`src/rtl/bs_word_serializer.sv`:
```
// Parallel-to-bit-serial converter: LSB first, one bit per clock, with
// ssync marking bit 0 and slast marking bit W-1 of every word. A one-entry
// holding buffer in front of the shifter allows back-to-back words.
module bs_word_serializer #(
  parameter int unsigned W   = 8,
  parameter int unsigned GAP = 0
) (
  input  logic         clk,
  input  logic         reset,
  input  logic         in_valid,
  input  logic [W-1:0] in_data,
  output logic         in_ready,
  output logic         sdata,
  output logic         ssync,
  output logic         slast,
  output logic         busy
);

  localparam int unsigned CMAX = (W > GAP) ? W : GAP;
  localparam int unsigned CW   = $clog2(CMAX);
  localparam logic [CW-1:0] LAST_BIT = CW'(W - 1);
  localparam logic [CW-1:0] GAP_LAST = CW'((GAP == 0) ? 0 : GAP - 1);

  typedef enum logic [1:0] {S_IDLE, S_SHIFT, S_GAP} state_t;

  state_t        state, state_n;
  logic [CW-1:0] cnt, cnt_n, cnt_inc;
  logic [W-1:0]  shreg, shreg_n;
  logic [W-1:0]  buf_data;
  logic          buf_valid;
  logic          sdata_n, ssync_n, slast_n;
  logic          load;
  logic          accept;

  assign in_ready = !buf_valid;
  assign accept   = in_valid && in_ready;
  assign busy     = (state != S_IDLE) || buf_valid;
  assign cnt_inc  = cnt + CW'(1);

  // Holding buffer: filled on handshake, emptied when the shifter loads it.
  // A load requires a full buffer, so both can never happen on one edge.
  always_ff @(posedge clk) begin
    if (reset) begin
      buf_valid <= 1'b0;
      buf_data  <= '0;
    end else if (accept) begin
      buf_valid <= 1'b1;
      buf_data  <= in_data;
    end else if (load) begin
      buf_valid <= 1'b0;
    end
  end

  // State, counter, shifter and registered serial outputs.
  always_ff @(posedge clk) begin
    if (reset) begin
      state <= S_IDLE;
      cnt   <= '0;
      shreg <= '0;
      sdata <= 1'b0;
      ssync <= 1'b0;
      slast <= 1'b0;
    end else begin
      state <= state_n;
      cnt   <= cnt_n;
      shreg <= shreg_n;
      sdata <= sdata_n;
      ssync <= ssync_n;
      slast <= slast_n;
    end
  end

  // Next-state and next-output logic. The shifter holds the bits still to
  // be sent after the one currently on sdata, so bit 0 goes out straight
  // from the buffer on load.
  always_comb begin
    state_n = state;
    cnt_n   = cnt;
    shreg_n = shreg;
    sdata_n = 1'b0;
    ssync_n = 1'b0;
    slast_n = 1'b0;
    load    = 1'b0;
    unique case (state)
      S_SHIFT: begin
        if (cnt == LAST_BIT) begin
          if (GAP > 0) begin
            state_n = S_GAP;
            cnt_n   = '0;
          end else if (buf_valid) begin
            load    = 1'b1;
            state_n = S_SHIFT;
            cnt_n   = '0;
            shreg_n = {1'b0, buf_data[W-1:1]};
            sdata_n = buf_data[0];
            ssync_n = 1'b1;
          end else begin
            state_n = S_IDLE;
          end
        end else begin
          cnt_n   = cnt_inc;
          shreg_n = {1'b0, shreg[W-1:1]};
          sdata_n = shreg[0];
          slast_n = (cnt_inc == LAST_BIT);
        end
      end
      S_GAP: begin
        if (cnt == GAP_LAST) begin
          if (buf_valid) begin
            load    = 1'b1;
            state_n = S_SHIFT;
            cnt_n   = '0;
            shreg_n = {1'b0, buf_data[W-1:1]};
            sdata_n = buf_data[0];
            ssync_n = 1'b1;
          end else begin
            state_n = S_IDLE;
          end
        end else begin
          cnt_n = cnt_inc;
        end
      end
      default: begin
        if (buf_valid) begin
          load    = 1'b1;
          state_n = S_SHIFT;
          cnt_n   = '0;
          shreg_n = {1'b0, buf_data[W-1:1]};
          sdata_n = buf_data[0];
          ssync_n = 1'b1;
        end else begin
          state_n = S_IDLE;
        end
      end
    endcase
  end

endmodule

```
`config.mk`:
```
export PLATFORM = sky130hd
export DESIGN_NAME = bs_word_serializer
export DESIGN_NICKNAME = d
export VERILOG_FILES = /design/src/rtl/bs_word_serializer.sv
export SDC_FILE = /design/constraint.sdc
export NUM_CORES = 1
export LEC_CHECK = 0
export CAP_MARGIN = 20
export CORE_ASPECT_RATIO = 0.8
export CORE_UTILIZATION = 50
export DETAILED_ROUTE_END_ITERATION = 10
export HOLD_SLACK_MARGIN = 0.03
export PLACE_DENSITY = 0.81
export SLEW_MARGIN = 15
export SYNTH_ARGS = -nofsm -noshare
export SYNTH_HDL_FRONTEND = slang
export SYNTH_SLANG_ARGS = --single-unit
```
`constraint.sdc`:
```
create_clock -name clk -period 1.7 [get_ports clk]
set_input_delay 0.34 -clock clk [delete_from_list [all_inputs] [get_ports clk]]
set_output_delay 0.34 -clock clk [all_outputs]
set_load 0.005 [all_outputs]
```
# --- After elaboration in Yosys (flattened, before gate mapping) ---
# Index checks and enable logic that the tools add are counted.
word_totals:
  regBits: 25
  inputBits: 11
  output_inout_bits: 5
  word_cells: 46
op_classes:
  addsub: 1
  n_eq_ne: 6
  n_mux: 22
  n_bitwise: 1
  n_reduce_logical: 8
ops:
  columns: ["operator", "count"]
  rows:
  - ["2-to-1 mux 8 bit", 3]
  - ["one-hot mux 8 bit (2 select lines)", 1]
  - ["2-to-1 mux 1 bit", 9]
  - ["2-to-1 mux 3 bit", 3]
  - ["== test 3 bit, second input constant", 2]
  - ["one-hot mux 3 bit (2 select lines)", 1]
  - ["2-to-1 mux 2 bit", 2]
  - ["inequality test 2 bit, second input constant", 2]
  - ["one-hot mux 1 bit (2 select lines)", 2]
  - ["one-hot mux 2 bit (2 select lines)", 1]
  - ["nonzero test 2 bit", 2]
  - ["adder 3 x 1 -> 3 bit, second input constant", 1]
  - ["logical NOT 3 bit", 1]
  - ["OR reduction 3 bit", 1]
  - ["== test 2 x 1 -> 1 bit, second input constant", 1]
  - ["== test 2 bit, second input constant", 1]
  - ["AND reduction 2 bit", 1]
  - ["logical AND 1 bit", 1]
  - ["logical NOT 1 bit", 1]
  - ["logical OR 1 bit", 1]
  - ["inverter 1 bit", 1]

# --- Logic depth before layout (Yosys ltp) ---
depth:
  ltp_word: 5
  mapped_depth: 7
  depth_no_buf: 5

# --- Least setup slack after synthesis ---
# Ideal clock, no wire load.
synth_path:
  path_kind: "register -> register"
  start: "reg cnt[0]"
  end: "reg sdata"
  setup_time_ns: 0.132
  arrival_time_ns: 1.221
  required_ns: 1.568
  setup_slack_ns: 0.347
  stages_incl_launch_ff: 8
  path_buffers: 2
  period_less_slack_ns: 1.353
  cell_sequence: "dfxtp_1 ha_1 ha_1 nand2b_1 clkbuf_2 buf_6 nand3_1 a21oi_1"
synth_between:
  elab_chain_cells: 3
  word_cells_on_any_way: 5
  cone_classes: "1 x eq/ne; 3 x mux; 1 x reduce/logical"
synth_lines:
  columns: ["item", "line_no", "text"]
  rows:
  - ["start, declared", "27", "logic [CW-1:0] cnt, cnt_n, cnt_inc;"]
  - ["start signal, assigned", "65", "cnt <= cnt_n;"]
  - ["== test 3 bit or logical NOT 3 bit (tied branches)", "86, 108", null]
  - ["2-to-1 mux 1 bit (on tied branches)", "86, 108", null]
  - ["one-hot mux 1 bit (2 select lines) (*)", "84", "unique case (state)"]
  - ["end signal, assigned", "67", "sdata <= sdata_n;"]
  - ["end, declared", "13", "output logic sdata,"]
# Mark *: on every way between the ends. The rest lies on a longest branch, timed or not.
# A chain may end at the register's enable or synchronous reset.

# --- Final worst setup path ---
layout_path:
  start: "reg buf_valid"
  end: "out in_ready"
layout_between:
  elab_chain_cells: 1
layout_lines:
  columns: ["item", "line_no", "text"]
  rows:
  - ["start, declared", "30", "logic buf_valid;"]
  - ["start signal, assigned", "44", "buf_valid <= 1'b0;"]
  - ["start signal, assigned", "47", "buf_valid <= 1'b1;"]
  - ["start signal, assigned", "50", "buf_valid <= 1'b0;"]
  - ["logical NOT 1 bit", "35", "assign in_ready = !buf_valid;"]
  - ["end, declared", "12", "output logic in_ready,"]
# Every way passes these cells.

==> results.yml <==
worst_hold_path:
  min_from: "buf_data[2]$_SDFFE_PP0P_"
  hp-class: "register to register"
  hold_end: "buf_data[2]$_SDFFE_PP0P_"
  hold_path_depth: 2
cells_and_area:
  finalNonFillerCells: 144
  postLayoutCoreUtil: 0.668
  nNetsFinal: 139
  drive_gt1_frac: 0.0902
  postLayoutCellArea_um2: 1150
  syn2layout_area_growth_pct: 18.7
  n_antenna_cell: 0
floorplan:
  core_area_um2: 1720
  initial_core_util: 0.563
  die_w_um: 51.3
  die_area_um2: 2120
  core.rowCount: 13
  fp.dieH_um: 41.4
  ios: 16
critical_path:
  timing.rr.start: "cnt[0]$_SDFF_PP0_"
  crit_chain: "inv_2 -> clkdlybuf4s50_1"
  end_kind: "output pin"
  crit_type: "register to output pin"
  cp_num_buf_inv: 2
  worstPathRequired_ns: 1.36
  cp_max_fo: 6
  r2r_slack_ns: 0.25
  worst_ep_arrival_time_ns: 1.26
  r2r_cells: 5
  start_kind: "register"
  crit_start: "buf_valid$_SDFFE_PP0P_"
  cp_top_family: "buffers and inverters"
  path_depth: 2
  cpPeakStageDelay_ns: 0.50
  slowest_stage: "clkdlybuf4s50_1"
  r2r-end: "shreg[5]$_SDFF_PP0_"
timing:
  worstMarginPinSlew_ns: 0.384
  hold_violations: 0
  setup_tns_ns: 0
  drv_slew: 0
  period_needed_ns: 1.60
  post-route-period-util: 0.941
  whs_ns: 0.461
  finClkSkew_ns: 0.00758
  setup_violations: 0
  max-slew-margin-rel: 0.744
  rsz0062_at_grt: "no"
  max_freq_mhz: 625
synthesis:
  netlist.top_cell.by_area: "dfxtp_1"
  synthesis.nets: 123
  synth.avg_cell_area_um2: 8.99
  yosys.area_share.simple: 0.201
  synthesis.instances: 108
  synthesis.area_um2: 971
  yosysMostFrequentCell: "dfxtp_1"
  synth_compound_area_frac: 0.126
  synthFlopType: "dfxtp_1"
  synth_xor_xnor_area_share: 0
  yosysWarnings: 0
  synth_seq_cells: 24
  yosys.cell_types.count: 19
  postSynth.asyncResetShare: 0
  synth_top_cells_by_area: "dfxtp_1 (49%), nand2_1 (7.7%), a21oi_1 (7.2%), mux2i_1 (7.2%), a211oi_1 (5.4%)"
  ys_seq_area_frac: 0.495
  synth-edff-count: 0
  synth_commonest_cells: "dfxtp_1 (24), nand2_1 (20), a21oi_1 (14)"
  muxShareOfSynthArea: 0.0722
  synth_top_family_by_area: "simple AND/OR/NAND/NOR gates"
  synth_fa_ha_area_frac: 0.0515
  synth_top_area_share: 0.495
power:
  p_leak_nw: 0.452
  irDropWorstVdd_mv: 0.793
  pwr_density_cell_nw_per_um2: 868
placement:
  place_area_um2: 1130
  io_buffer_count: 15
  dpl.hpwl_mm: 1.39
  finalWeightedCongestion: 0.795
  dp.cells: 141
routing:
  vias_per_cell: 5.33
  wl_met1_um: 801
  drc_errors: 0
  dr_wl_met2_um: 917
  wl_per_cell_um: 12.8
  ant_nets: 0
  drtIter0Drc: 14
  route.met3.wl_um: 122
  dr.pass1.iters: 4
  drt-total-wl_mm: 1.84
  vias: 768
  top_layer: "met3"
global_routing:
  grt_max_degree: 17
  grt_first_pass_wirelength_mm: 3.11
  grt.overflow.total: 0
  track_usage: 0.199
  antenna_found_initial: 0
  grt_pass1_vias: 698
job:
  cap_violations: 0
clock_tree:
  insertion_delay_ns: 0.31
  path_clk_slew_ns: 0.11
  clock-root-buffer: "clkbuf_4"
  htreeDepth: 1
  cts_buffers: 3
  numClockSinks: 24
  cts_buffer_depth: 2
  hold_buffers: 0
  cts_tree: "done"
  post_cts_buffers: 0
status:
  status: "finished, final reports clean"
final cells by class:
cell class,instances,area (um2)
clock buffers,3,22.5
fillers,158,572
inverters,2,7.51
multi-input cells,75,440
flip-flops and latches,24,483
well taps,22,27.5
repair buffers,18,171
per-stage QoR:
step                power (mW)  worst slack [ns]
floorplan                0.715             0.347
global placement         0.760             0.248
detailed placement       0.770            0.0649
CTS                       1.01            0.0160
global route              1.04            0.0516
finish                    1.00             0.101
kinds of logic after synthesis:
family / Yosys count
simple gates: 43
flops: 24
compound gates: 21
buf+inv: 9
mux: 7
fa+ha+maj: 4
worst reg2reg max path, cell delays in order, from the launching register on:
cell and delay (ns):
dfxtp_1 0.39, ha_1 0.19, ha_1 0.17, nand2b_2 0.31, nor2_1 0.08, a211oi_1 0.23
placed cells by master (no fill, tap or decap), drive strengths merged:
master / count
dfxtp: 24
nand2: 20
a21oi: 14
clkdlybuf4s50: 14
nor2: 8
mux2i: 7
a211oi: 7
nand3: 4
ha: 4
nand2b: 4
clkbuf: 3
buf: 3
nor2b: 2
nor3: 2
inv: 2
or2: 1
and2b: 1
nor4b: 1
dlygate4sd2: 1
routing by layer:
metal,global-route usage,vias up
li1,-,395
met1,0.254,346
met3,0.0659,0
met5,0,-
met2,0.316,27
met4,0.0649,0
registers in the layout, summed over array words and instances (netlist names):
signal / cells
ssync: 1
sdata: 1
slast: 1
shreg: 8
cnt: 3
state: 1
buf_valid: 1
buf_data: 8
timing repair:
action / CTS / global route
setup endpoints to repair: 1 / 8
gates resized for setup: 3 / 2
hold endpoints to repair: 0 / 0
power by group:
group	leakage, nW	total [mW]	switching, mW	internal [mW]
sequential	0.197	0.617	0.0207	0.596
combinational	0.241	0.140	0.0700	0.0701
clock	0.0138	0.243	0.160	0.0830
how the worst max path moves through the flow:
stage                                to  slack, ns
finish                         in_ready       0.10
detailed placement  shreg[3]$_SDFF_PP0_       0.06
floorplan              sdata$_SDFF_PP0_       0.35
CTS                            in_ready       0.02
global placement    shreg[4]$_SDFF_PP0_       0.25
global route                   in_ready       0.05
No activity file was read; power rests on OpenSTA's default activity.
==> patch (config.mk and constraints unchanged) <==
Register the output `ssync` once more, with the module's reset; this adds one clock of latency there. The other outputs are not delayed to match.
--- a/src/rtl/bs_word_serializer.sv
+++ b/src/rtl/bs_word_serializer.sv
@@ -24,2 +24,4 @@
   typedef enum logic [1:0] {S_IDLE, S_SHIFT, S_GAP} state_t;
+
+  logic ssync_s0;
 
@@ -60,3 +62,3 @@
       sdata <= 1'b0;
-      ssync <= 1'b0;
+      ssync_s0 <= 1'b0;
       slast <= 1'b0;
@@ -67,3 +69,3 @@
       sdata <= sdata_n;
-      ssync <= ssync_n;
+      ssync_s0 <= ssync_n;
       slast <= slast_n;
@@ -137,2 +139,10 @@
 
+  always_ff @(posedge clk) begin
+    if (reset) begin
+      ssync <= '0;
+    end else begin
+      ssync <= ssync_s0;
+    end
+  end
+
 endmodule
Check against the original RTL: not equivalent (a bounded check fails within 4 cycles, from zero or initial values and one cycle with reset high).
==> patch against the unedited design <==
  * Routed wire length is 3.6% lower
  * Power up 3.4%
  * Combinational power hardly changed
  * Sequential cell count up 1
  * Maximum frequency is 1.1% lower
  * Critical path type unchanged
  * Setup slack got worse by 17 ps
  * Die area grew 3.0%
  * Critical path depth is the same
  * Synthesized area rose by 3.1%
  * Synthesized cell count increased by 2.8%
  * Final cell count rose by 3.5%
  * Clock power increased by 5%
  * Highest routed layer is now met4
  * Final area rose by 2.7%
==> patch: results <==
power_and_ir_drop:
  vdd_ir_drop_max_mv: 0.554
  p_sw_mw: 0.253
  leakage_nw: 0.464
layout:
  largestRegisters: "buf_data x8, shreg x8, cnt x3"
  fin_cells: 149
  nets: 141
  layout-drive-gt1-share_pct: 8.00
worst_setup_path:
  cp_max_fo: 6
  r2r_start: "cnt[0]$_SDFF_PP0_"
  crit_path_top_delay_cell: "clkdlybuf4s50_1"
  cp.arrival_ps: 1280
  worstSetupStartpoint: "buf_valid$_SDFFE_PP0P_"
  ff2ff_path_depth: 4
  max_stage_delay_ps: 510
synth:
  synth_top_cell_by_area: "dfxtp_1"
  synth_cells: 111
  synth_area_leaders: "dfxtp_1, nand2_1, a21oi_1, mux2i_1, a211oi_1"
  synth_fp_nets: 126
  ys.flop_type: "dfxtp_1"
  ys_seq_area_share_pct: 50.0
  ys_top_cells_by_count: "dfxtp_1, nand2_1, a21oi_1, nor2_1"
  ys_types: 19
detailed_routing:
  wl_mm: 1.78
  firstDrtPassIters: 4
  drtIter0Drc: 7
  dr_total_vias: 777
global_routing:
  met2_usage_pct: 29.0
  use_met3_pct: 6.52
  grt.total_usage_pct: 19.2
  grt_pass1_wl_mm: 3.07
  use_met1_pct: 26.1
  antenna_found_initial: 0
  grt_pass1_vias: 717
  grt_max_degree: 17
clock_tree:
  clockRootBuffer: "clkbuf_4"
  clkTransAtPathRegs_ps: 130
  clk_path_buf_depth: 2
  htree_levels: 1
  clock_latency_ps: 310
  cts-resized-gates: 2
sta:
  worst_pin_slew_ps: 365
  whs_ps: 452
  fin_setup_tns_ps: 0
  fin_skew_ps: 6.01
min_path:
  min-delay-start: "ssync_s0$_SDFF_PP0_"
  whs_path_depth: 1
run_status:
  status: "finished, final reports clean"
placed_design:
  place.gp.congestion: 0.771
  place_hpwl_mm: 1.29
[patch: changes by cell type after synthesis, sizes merged]
cell / change
nor2b: +1
dfxtp: +1
clkbuf: +1
[patch: final timing paths]
check / to
setup / recovery: in_ready
hold / removal: ssync$_SDFF_PP0_
setup reg to reg: shreg[4]$_SDFF_PP0_
hold reg to reg: ssync$_SDFF_PP0_
[patch: logic make-up (layout without fill, tap and decap cells)]
group                    count (synthesis)  count (layout)  share of synthesized area [%]
AND/OR/NAND/NOR                         44              44                           20.1
flip-flops                              25              25                           50.0
AO/OA/AOI/OAI                           21              21                           12.3
buffers and inverters                   10              24                           5.62
multiplexers                             7               7                           7.00
adder cells (fa/ha/maj)                  4               4                           5.00
[patch: final cells by class]
cell class              instances  area [µm²]
well taps                      24        30.0
fillers                       164         691
flip-flops and latches         25         502
clock buffers                   4        26.3
repair buffers                 18         171
multi-input cells              76         447
inverters                       2        7.51
[patch: stage by stage]
step           area [µm²]  setup WS, ps
2_1_floorplan        1000           347
6_report             1180          84.2
3_3_place_gp         1150           234
4_1_cts              1180          8.13
5_1_grt              1180          28.1
3_5_place_dp         1150           106
[patch: metal layers]
metal	part of all wire (%)	wire length [µm]
met2	46	815
met5	0	0
met1	48	844
met3	5.8	103
met4	0.62	11
[patch: power by group through the flow]
stage	Sequential (mW)	Clock, mW	Combinational (mW)
after floorplan	0.647	0	0.0946
after global placement	0.650	0	0.136
after global routing	0.644	0.283	0.158
after detailed placement	0.651	0	0.141
after CTS	0.639	0.259	0.140
final	0.640	0.255	0.140
